<file path="src/rtl/au_pkg.sv">
// rtl/au_pkg.sv - shared arithmetic-unit types and helpers
// Contents: state_t (IDLE/RUN/DONE) FSM encoding; clog2() ceiling log2 for
// constant sizing.
package au_pkg;

    typedef enum logic [1:0] {
        IDLE = 2'd0,
        RUN  = 2'd1,
        DONE = 2'd2
    } state_t;

    function automatic int clog2(input int v);
        int r;
        r = 0;
        while ((1 << r) < v) begin
            r = r + 1;
        end
        return r;
    endfunction

endpackage

</file>
<file path="src/rtl/au_digit_serial_adder_if.sv">
// rtl/au_digit_serial_adder_if.sv - operand/result handshake bundle for the digit-serial adder
// Signals: in_valid/in_ready + a, b, ci, sub (operand side);
//          out_valid/out_ready + s, co, ovf (result side).
// master drives operands and out_ready; slave is the adder.
interface au_digit_serial_adder_if #(
    parameter int WIDTH = 32
);
    logic             in_valid;
    logic             in_ready;
    logic [WIDTH-1:0] a;
    logic [WIDTH-1:0] b;
    logic             ci;
    logic             sub;
    logic             out_valid;
    logic             out_ready;
    logic [WIDTH-1:0] s;
    logic             co;
    logic             ovf;

    modport master (
        output in_valid, a, b, ci, sub, out_ready,
        input  in_ready, out_valid, s, co, ovf
    );

    modport slave (
        input  in_valid, a, b, ci, sub, out_ready,
        output in_ready, out_valid, s, co, ovf
    );
endinterface

</file>
<file path="src/rtl/au_digit_adder.sv">
// rtl/au_digit_adder.sv - DIGIT-bit ripple-carry adder built from full-adder cells
// Ports: x, y (DIGIT) operands; cin carry-in; sum (DIGIT); cout carry out of
// the top bit; c_msb carry into the top bit (for signed overflow).
module au_digit_adder #(
    parameter int DIGIT = 4
) (
    input  logic [DIGIT-1:0] x,
    input  logic [DIGIT-1:0] y,
    input  logic             cin,
    output logic [DIGIT-1:0] sum,
    output logic             cout,
    output logic             c_msb
);
    logic [DIGIT:0] c;

    assign c[0] = cin;

    for (genvar i = 0; i < DIGIT; i++) begin : g_fa
        assign sum[i]  = x[i] ^ y[i] ^ c[i];
        assign c[i+1]  = (x[i] & y[i]) | (c[i] & (x[i] ^ y[i]));
    end

    assign cout  = c[DIGIT];
    assign c_msb = c[DIGIT-1];
endmodule

</file>
<file path="src/rtl/au_digit_serial_adder.sv">
// rtl/au_digit_serial_adder.sv - digit-serial adder/subtractor, LSB digit first, N=WIDTH/DIGIT cycles per op
// Ports: clk; rst (sync, active-high); bus (slave modport) carrying the
// operand handshake (in_valid/in_ready, a, b, ci, sub) and the result
// handshake (out_valid/out_ready, s, co, ovf).
module au_digit_serial_adder
    import au_pkg::*;
#(
    parameter int WIDTH = 32,
    parameter int DIGIT = 4
) (
    input  logic                   clk,
    input  logic                   rst,
    au_digit_serial_adder_if.slave bus
);
    localparam int N  = WIDTH / DIGIT;
    localparam int CW = (N > 1) ? clog2(N) : 1;

    if (WIDTH < 2 || DIGIT < 1 || DIGIT > WIDTH || (WIDTH % DIGIT) != 0) begin : g_bad_params
        $error("au_digit_serial_adder: illegal WIDTH/DIGIT combination");
    end

    state_t           state_q, state_d;
    logic [CW-1:0]    cnt_q, cnt_d;
    logic [WIDTH-1:0] a_q, a_d, b_q, b_d;
    logic [WIDTH-1:0] sr_q, sr_d;
    logic [WIDTH-1:0] s_q, s_d;
    logic             carry_q, carry_d;
    logic             co_q, co_d;
    logic             ovf_q, ovf_d;

    logic [DIGIT-1:0]       dsum;
    logic                   dcout, dcmsb;
    logic                   accept, last;
    logic [WIDTH+DIGIT-1:0] sr_cat;

    au_digit_adder #(.DIGIT(DIGIT)) u_digit (
        .x     (a_q[DIGIT-1:0]),
        .y     (b_q[DIGIT-1:0]),
        .cin   (carry_q),
        .sum   (dsum),
        .cout  (dcout),
        .c_msb (dcmsb)
    );

    // Gated by rst so no operand is taken while reset is held.
    assign bus.in_ready  = !rst && ((state_q == IDLE) || ((state_q == DONE) && bus.out_ready));
    assign accept        = bus.in_valid && bus.in_ready;
    assign last          = (cnt_q == CW'(N - 1));
    // Upper WIDTH bits are the partial sum with this digit entering at the MSB.
    assign sr_cat        = {dsum, sr_q};

    assign bus.out_valid = (state_q == DONE);
    assign bus.s         = s_q;
    assign bus.co        = co_q;
    assign bus.ovf       = ovf_q;

    always_comb begin
        state_d = state_q;
        cnt_d   = cnt_q;
        a_d     = a_q;
        b_d     = b_q;
        sr_d    = sr_q;
        s_d     = s_q;
        carry_d = carry_q;
        co_d    = co_q;
        ovf_d   = ovf_q;

        unique case (state_q)
            IDLE, DONE: begin
                if (state_q == DONE && bus.out_ready) begin
                    state_d = IDLE;
                end
                if (accept) begin
                    // Subtraction is a + ~b + 1.
                    a_d     = bus.a;
                    b_d     = bus.sub ? ~bus.b : bus.b;
                    carry_d = bus.sub ? 1'b1 : bus.ci;
                    cnt_d   = '0;
                    state_d = RUN;
                end
            end
            RUN: begin
                a_d     = a_q >> DIGIT;
                b_d     = b_q >> DIGIT;
                sr_d    = sr_cat[WIDTH+DIGIT-1:DIGIT];
                carry_d = dcout;
                if (last) begin
                    // s is only updated here so it stays stable through the next RUN.
                    s_d     = sr_cat[WIDTH+DIGIT-1:DIGIT];
                    co_d    = dcout;
                    ovf_d   = dcmsb ^ dcout;
                    state_d = DONE;
                end else begin
                    cnt_d = cnt_q + CW'(1);
                end
            end
            default: state_d = IDLE;
        endcase
    end

    always_ff @(posedge clk) begin
        if (rst) begin
            state_q <= IDLE;
            cnt_q   <= '0;
            a_q     <= '0;
            b_q     <= '0;
            sr_q    <= '0;
            s_q     <= '0;
            carry_q <= 1'b0;
            co_q    <= 1'b0;
            ovf_q   <= 1'b0;
        end else begin
            state_q <= state_d;
            cnt_q   <= cnt_d;
            a_q     <= a_d;
            b_q     <= b_d;
            sr_q    <= sr_d;
            s_q     <= s_d;
            carry_q <= carry_d;
            co_q    <= co_d;
            ovf_q   <= ovf_d;
        end
    end
endmodule
</file>
<file path="src/flat_wrapper.sv">
// flat-port wrapper written by rule: the top's interface ports become plain ports
module au_digit_serial_adder_flat import au_pkg::*;
#(
    parameter int WIDTH = 32,
    parameter int DIGIT = 4
)
  (clk, rst, bus_in_valid, bus_a, bus_b, bus_ci, bus_sub, bus_out_ready, bus_in_ready, bus_out_valid, bus_s, bus_co, bus_ovf);
  au_digit_serial_adder_if #(.WIDTH(WIDTH)) bus_i ();
  input  logic clk;
  input  logic rst;
  input wire logic [$bits(bus_i.in_valid)-1:0] bus_in_valid;
  input wire logic [$bits(bus_i.a)-1:0] bus_a;
  input wire logic [$bits(bus_i.b)-1:0] bus_b;
  input wire logic [$bits(bus_i.ci)-1:0] bus_ci;
  input wire logic [$bits(bus_i.sub)-1:0] bus_sub;
  input wire logic [$bits(bus_i.out_ready)-1:0] bus_out_ready;
  output wire logic [$bits(bus_i.in_ready)-1:0] bus_in_ready;
  output wire logic [$bits(bus_i.out_valid)-1:0] bus_out_valid;
  output wire logic [$bits(bus_i.s)-1:0] bus_s;
  output wire logic [$bits(bus_i.co)-1:0] bus_co;
  output wire logic [$bits(bus_i.ovf)-1:0] bus_ovf;
  assign bus_i.in_valid = bus_in_valid;
  assign bus_i.a = bus_a;
  assign bus_i.b = bus_b;
  assign bus_i.ci = bus_ci;
  assign bus_i.sub = bus_sub;
  assign bus_i.out_ready = bus_out_ready;
  assign bus_in_ready = bus_i.in_ready;
  assign bus_out_valid = bus_i.out_valid;
  assign bus_s = bus_i.s;
  assign bus_co = bus_i.co;
  assign bus_ovf = bus_i.ovf;
  au_digit_serial_adder #(.WIDTH(WIDTH), .DIGIT(DIGIT)) u_core (.clk(clk), .rst(rst), .bus(bus_i));
endmodule
</file>
<file path="config.mk">
export PLATFORM = sky130hd
export DESIGN_NAME = au_digit_serial_adder_flat
export DESIGN_NICKNAME = d
export VERILOG_FILES = /design/src/rtl/au_pkg.sv /design/src/rtl/au_digit_serial_adder_if.sv /design/src/rtl/au_digit_adder.sv /design/src/rtl/au_digit_serial_adder.sv /design/src/flat_wrapper.sv
export SDC_FILE = /design/constraint.sdc
export NUM_CORES = 1
export LEC_CHECK = 0
export ABC_AREA = 1
export CAP_MARGIN = 10
export CORE_MARGIN = 2
export CORE_UTILIZATION = 53
export CTS_CLUSTER_DIAMETER = 60
export DETAILED_ROUTE_END_ITERATION = 12
export PLACE_DENSITY = 0.81
export SLEW_MARGIN = 20
export SYNTH_ARGS = -nofsm -noshare
export SYNTH_HDL_FRONTEND = slang
export SYNTH_SLANG_ARGS = --single-unit
</file>
<file path="constraint.sdc">
create_clock -name clk -period 2.9 [get_ports clk]
set_input_delay 0.87 -clock clk [delete_from_list [all_inputs] [get_ports clk]]
set_output_delay 0.87 -clock clk [all_outputs]
set_load 0.01 [all_outputs]
</file>
# After elaboration in Yosys (flattened, before gate mapping)
# Cells that the tools add are included.
dict set report classes {
  reduce_logical 12
  bitwise 22
  n_eq_ne 7
  n_addsub 1
  n_mux 15
}
# operator n
set ops {}
lappend ops {{32-bit case mux with 2 select lines} 2}
lappend ops {{32-bit two-way mux} 3}
lappend ops {{32-bit NOT} 1}
lappend ops {{1-bit bitwise XOR} 9}
lappend ops {{1-bit bitwise AND} 8}
lappend ops {{2-bit two-way mux} 3}
lappend ops {{3-bit two-way mux} 2}
lappend ops {{3-bit case mux with 2 select lines} 1}
lappend ops {{2-bit AND reduction} 3}
lappend ops {{2-bit by 1-bit != test with 1-bit output (second input constant)} 2}
lappend ops {{1-bit OR} 4}
lappend ops {{2-bit case mux with 2 select lines} 1}
lappend ops {{3-bit by 1-bit adder with 3-bit output (second input constant)} 1}
lappend ops {{3-bit equality test (second input constant)} 1}
lappend ops {{1-bit logical AND} 3}
lappend ops {{3-bit by 1-bit != test with 1-bit output (second input constant)} 1}
lappend ops {{3-bit AND reduction} 1}
lappend ops {{2-bit by 1-bit equality test with 1-bit output (second input constant)} 1}
lappend ops {{2-bit equality test (second input constant)} 1}
lappend ops {{2-bit logical NOT} 1}
lappend ops {{1-bit two-way mux} 2}
lappend ops {{2-bit != test (second input constant)} 1}
lappend ops {{1-bit case mux with 2 select lines} 1}
lappend ops {{2-bit nonzero test} 1}
lappend ops {{other kinds (3)} 3}
dict set report word_totals {
  word_cells 66
  regBits 136
  out_inout_bits 36
  input_bits 70
}

# Longest topological paths before layout
dict set report logic_depth {
  depth_word 10
  depth_mapped 12
  mapped_depth_nobuf 12
}

# Cells and area by module
# Synthesis repeated with hierarchy kept, for this count alone.
dict set report unflattened {
  hier_cells 924
  hier_area_um2 6110.9
}
# module area_each_um2 seq_area_each_um2 instances cells_per_inst
set by_module_without_submodules {}
lappend by_module_without_submodules {au_digit_serial_adder 6000.8 2642.5 1 912}
lappend by_module_without_submodules {au_digit_adder 110.1 0.0 1 12}

# Worst setup path before layout
# OpenSTA, ideal clock, no wires.
dict set report synth_path {
  kind {flip-flop to flip-flop}
  startpoint {register u_core.carry_q}
  endpoint {register u_core.carry_q}
  required_time_ps 2784
  setup_ps 116
  path_stages_with_launch 13
  n_path_buf 0
  period_less_slack_ps 2175
  path_slack_ps 725
  arrival_ps 2059
  path_cell_list {dfxtp_1 fa_1 inv_1 fa_1 inv_1 fa_1 inv_1 fa_1 inv_1 o21ai_0 inv_1 o21ai_0 nor2_1}
}
dict set report synth_via {
  elab_chain_len 9
}
# item line_no
set synth_rtl {}
lappend synth_rtl {{start, declared} au_digit_serial_adder.sv:27} ;# logic carry_q, carry_d;
lappend synth_rtl {{start signal, assigned} au_digit_serial_adder.sv:119} ;# carry_q <= carry_d;
lappend synth_rtl {{1-bit bitwise AND} au_digit_adder.sv:20} ;# assign c[i+1] = (x[i] & y[i]) | (c[i] & (x[i] ^ y[i]));
lappend synth_rtl {{1-bit OR} au_digit_adder.sv:20}
lappend synth_rtl {{1-bit bitwise AND} au_digit_adder.sv:20}
lappend synth_rtl {{1-bit OR} au_digit_adder.sv:20}
lappend synth_rtl {{1-bit bitwise AND} au_digit_adder.sv:20}
lappend synth_rtl {{1-bit OR} au_digit_adder.sv:20}
lappend synth_rtl {{1-bit bitwise AND} au_digit_adder.sv:20}
lappend synth_rtl {{1-bit OR} au_digit_adder.sv:20}
lappend synth_rtl {{1-bit case mux with 2 select lines} au_digit_serial_adder.sv:68} ;# unique case (state_q)
# Every way passes these cells.
# A chain may end at the register's enable or synchronous reset.

# Worst setup path after layout
dict set report layout_path {
  startpoint {input port bus_out_ready}
  endpoint {output port bus_in_ready}
}
dict set report layout_via {
  elab_chain_len 3
}
# item line_no
set layout_rtl {}
lappend layout_rtl {{start, declared} flat_wrapper.sv:16} ;# input wire logic [$bits(bus_i.out_ready)-1:0] bus_out_ready;
lappend layout_rtl {{1-bit logical AND} au_digit_serial_adder.sv:46} ;# assign bus.in_ready = !rst && ((state_q == IDLE) || ((state_q == DONE) && bus.out_ready));
lappend layout_rtl {{1-bit logical OR} au_digit_serial_adder.sv:46}
lappend layout_rtl {{1-bit logical AND} au_digit_serial_adder.sv:46}
lappend layout_rtl {{end, declared} flat_wrapper.sv:17} ;# output wire logic [$bits(bus_i.in_ready)-1:0] bus_in_ready;
# Every way passes these cells.

==> run_results.csv <==
group,metric,value,unit
status,status,"finished, final reports clean",
cts,cts_root_buffer,"clkbuf_16",
final_layout,nets,1058,
cts,tritoncts,"yes",
global_routing,grt_overflow,0,
synthesis,avgSynthCellArea,6.71,µm²
global_routing,grt_first_pass_wirelength,23200,µm
timing,slew_viol_final,0,
setup_path,required,2.03,ns
synthesis,ys_seq_area_share,43.4,%
drt,avgRoutedWirePerCell,12.1,µm
final_layout,register_area,0.00264,mm²
setup_path,start_kind,"primary input",
cts,cts_sinks,132,
floorplan,placeableCoreArea,0.0113,mm²
synthesis,synth_common_cells,"nand2_1 (261), nor2_1 (138), dfxtp_1 (132)",
floorplan,start_util,53.8,%
timing,period_minus_slack,2.73,ns
floorplan,ios,106,
synthesis,yosys-top-cells-area,"dfxtp_1 (43%), nand2_1 (16%), nor2_1 (8.5%)",
floorplan,die_w,111,µm
min_path,hold_path_class,"reg2reg",
timing,rsz0062_at_grt,"false",
power,cellPowerDensity,632,mW/mm²
synthesis,synth.lib_cells_used.distinct,26,
final_layout,final_util,68.3,%
drt,firstDrtPassIters,4,
floorplan,die_area,0.0124,mm²
placement,dp_hpwl,8480,µm
drt,drt_iter0_drc,439,
drt,drcViolationCount,0,
global_routing,grt_max_degree,76,
timing,worst_slew_pin_slew,0.993,ns
floorplan,num_rows,39,
global_routing,antenna_found_initial,0,
final_layout,syn2layout_area_growth,27.0,%
placement,port_buffers,105,
final_layout,diodes,0,
floorplan,die_y,111,µm
timing,hold_ws,0.459,ns
drt,viasPerCell,5.03,
timing,clock_skew,0.00800,ns
final_layout,nFillCells,995,
drt,ant_nets,0,
timing,final-setup-viol-count,0,
power,peakVddDrop,0.490,mV
setup_path,worst-setup-path-type,"in2out",
setup_path,worstPathArrival,1.86,ns
cts,cts-resized-gates,2,
placement,gp_congestion,0.761,
timing,setup_tns,0,ns
setup_path,crit_fanout,2,
cts,cts_buffer_depth,2,
cts,cts_hold_buf,0,
setup_path,cp-end-kind,"output pin",
min_path,whs_path_depth,2,
synthesis,async_reset_ff_share,0,%
synthesis,synthCells,908,
final_layout,final_cell_count_no_fill,1137,
power,leakage,3.40,nW
timing,hold_violations,0,
synthesis,yosys.cell_count.top_type,"nand2_1",
global_routing,grt_usage,22.5,%
timing,period_share,94.0,%
job,drv_cap,0,
timing,max-slew-margin-rel,33.7,%
synthesis,yosysWarnings,0,
synthesis,synth_nets,984,
global_routing,grt_pass1_vias,5091,
timing,timing.fmax,367,MHz
placement,dpl.cell_count,1106,
synthesis,synth_area,0.00609,mm²
cts,cts_setup_buffers,0,
setup_path,rr_worst_depth,12,
cts,clkSlewWorstSetupHoldPaths,0.06,ns
drt,wirelength,13800,µm
drt,vias,5723,
synthesis,synth_edf_count,0,
synthesis,synth_top_area_cell,"dfxtp_1",
final_layout,drive_gt1_share,5.73,%
cts,clk_latency,0.41,ns
cts,numCtsBuffers,17,
final_layout,multiInputGateArea,0.00285,mm²
synthesis,synth_top_area_share,43.4,%
synthesis,ys_ff_latch,132,
cts,cts.htree.levels,4,
synthesis,synth_ff_type,"dfxtp_1",
routing by layer:
metal | wire [µm] | share of wire (%) | global-route usage (%) | vias to the layer above
met5 | 0 | 0 | 0 | -
met4 | 186 | 1.4 | 7.57 | 0
met3 | 614 | 4.5 | 4.92 | 18
met2 | 7090 | 52 | 39.4 | 131
met1 | 5870 | 43 | 27.4 | 2578
li1 | - | - | - | 2996
path summary, 6_finish.rpt:
kind | start | end | slack, ns
max | bus_out_ready | bus_in_ready | 0.17
min | u_core.bus.s[20]$_SDFFE_PP0P_ | u_core.bus.s[20]$_SDFFE_PP0P_ | 0.46
max reg2reg | u_core.carry_q$_SDFFE_PP0P_ | u_core.carry_q$_SDFFE_PP0P_ | 0.48
min reg2reg | u_core.bus.s[20]$_SDFFE_PP0P_ | u_core.bus.s[20]$_SDFFE_PP0P_ | 0.46
flip-flops by register name, indices dropped and copies added (netlist names):
signal          cells
u_core.b_q         32
u_core.bus.s       32
u_core.state_q      2
u_core.cnt_q        3
u_core.bus.ovf      1
u_core.bus.co       1
u_core.a_q         32
u_core.carry_q      1
u_core.sr_q        28
worst max-delay path: stages:
cell             delay [ns]
clkdlybuf4s50_1        0.46
inv_1                  0.07
nand2_2                0.10
nand2_1                0.06
inv_1                  0.05
dlygate4sd2_1          0.25
cell usage in the layout (no fill, tap or decap), types with 12 or more instances in the layout:
cell	netlist	routed
o21ai_0	54	54
nor2_1	138	138
buf_4	9	12
clkbuf_16	0	17
nand3_1	82	82
a21oi_1	58	58
nand2_1	261	260
dfxtp_1	132	132
o21ai_1	17	17
clkdlybuf4s50_1	0	103
inv_1	71	70
per-stage QoR:
| stage | total power, W | area [µm²] | setup WS [ns] |
|---|---|---|---|
| detailed placement | 0.00266 | 7100 | -0.144 |
| global route | 0.00512 | 7730 | 0.138 |
| global placement | 0.00265 | 7100 | -0.169 |
| floorplan | 0.00247 | 6090 | 0.725 |
| CTS | 0.00492 | 7730 | 0.166 |
| finish | 0.00489 | 7730 | 0.173 |
layout make-up:
class	count	share of cell area, %
Clock buffer	17	5.50
Clock inverter	14	2.62
Inverter	75	3.64
Multi-Input combinational cell	638	36.8
Sequential cell	132	34.2
Tap cell	143	2.31
Timing Repair Buffer	118	14.9
power by group:
group | switching, W | internal [W] | total [W]
Combinational | 0.000363 | 0.000271 | 0.000635
Clock | 0.000815 | 0.00145 | 0.00226
Sequential | 0.0000583 | 0.00193 | 0.00199
cell families (layout without fill, tap and decap cells):
logic type               Yosys count  in the layout  share of synthesized area, %
adder cells (fa/ha/maj)            6              6                          1.73
XOR/XNOR                           5              5                         0.719
AO/OA/AOI/OAI                    135            135                          11.3
buffers and inverters            138            224                          9.92
AND/OR/NAND/NOR                  492            492                          33.0
flip-flops                       132            132                          43.4
Note: power is estimated with default switching activity, not from simulation.
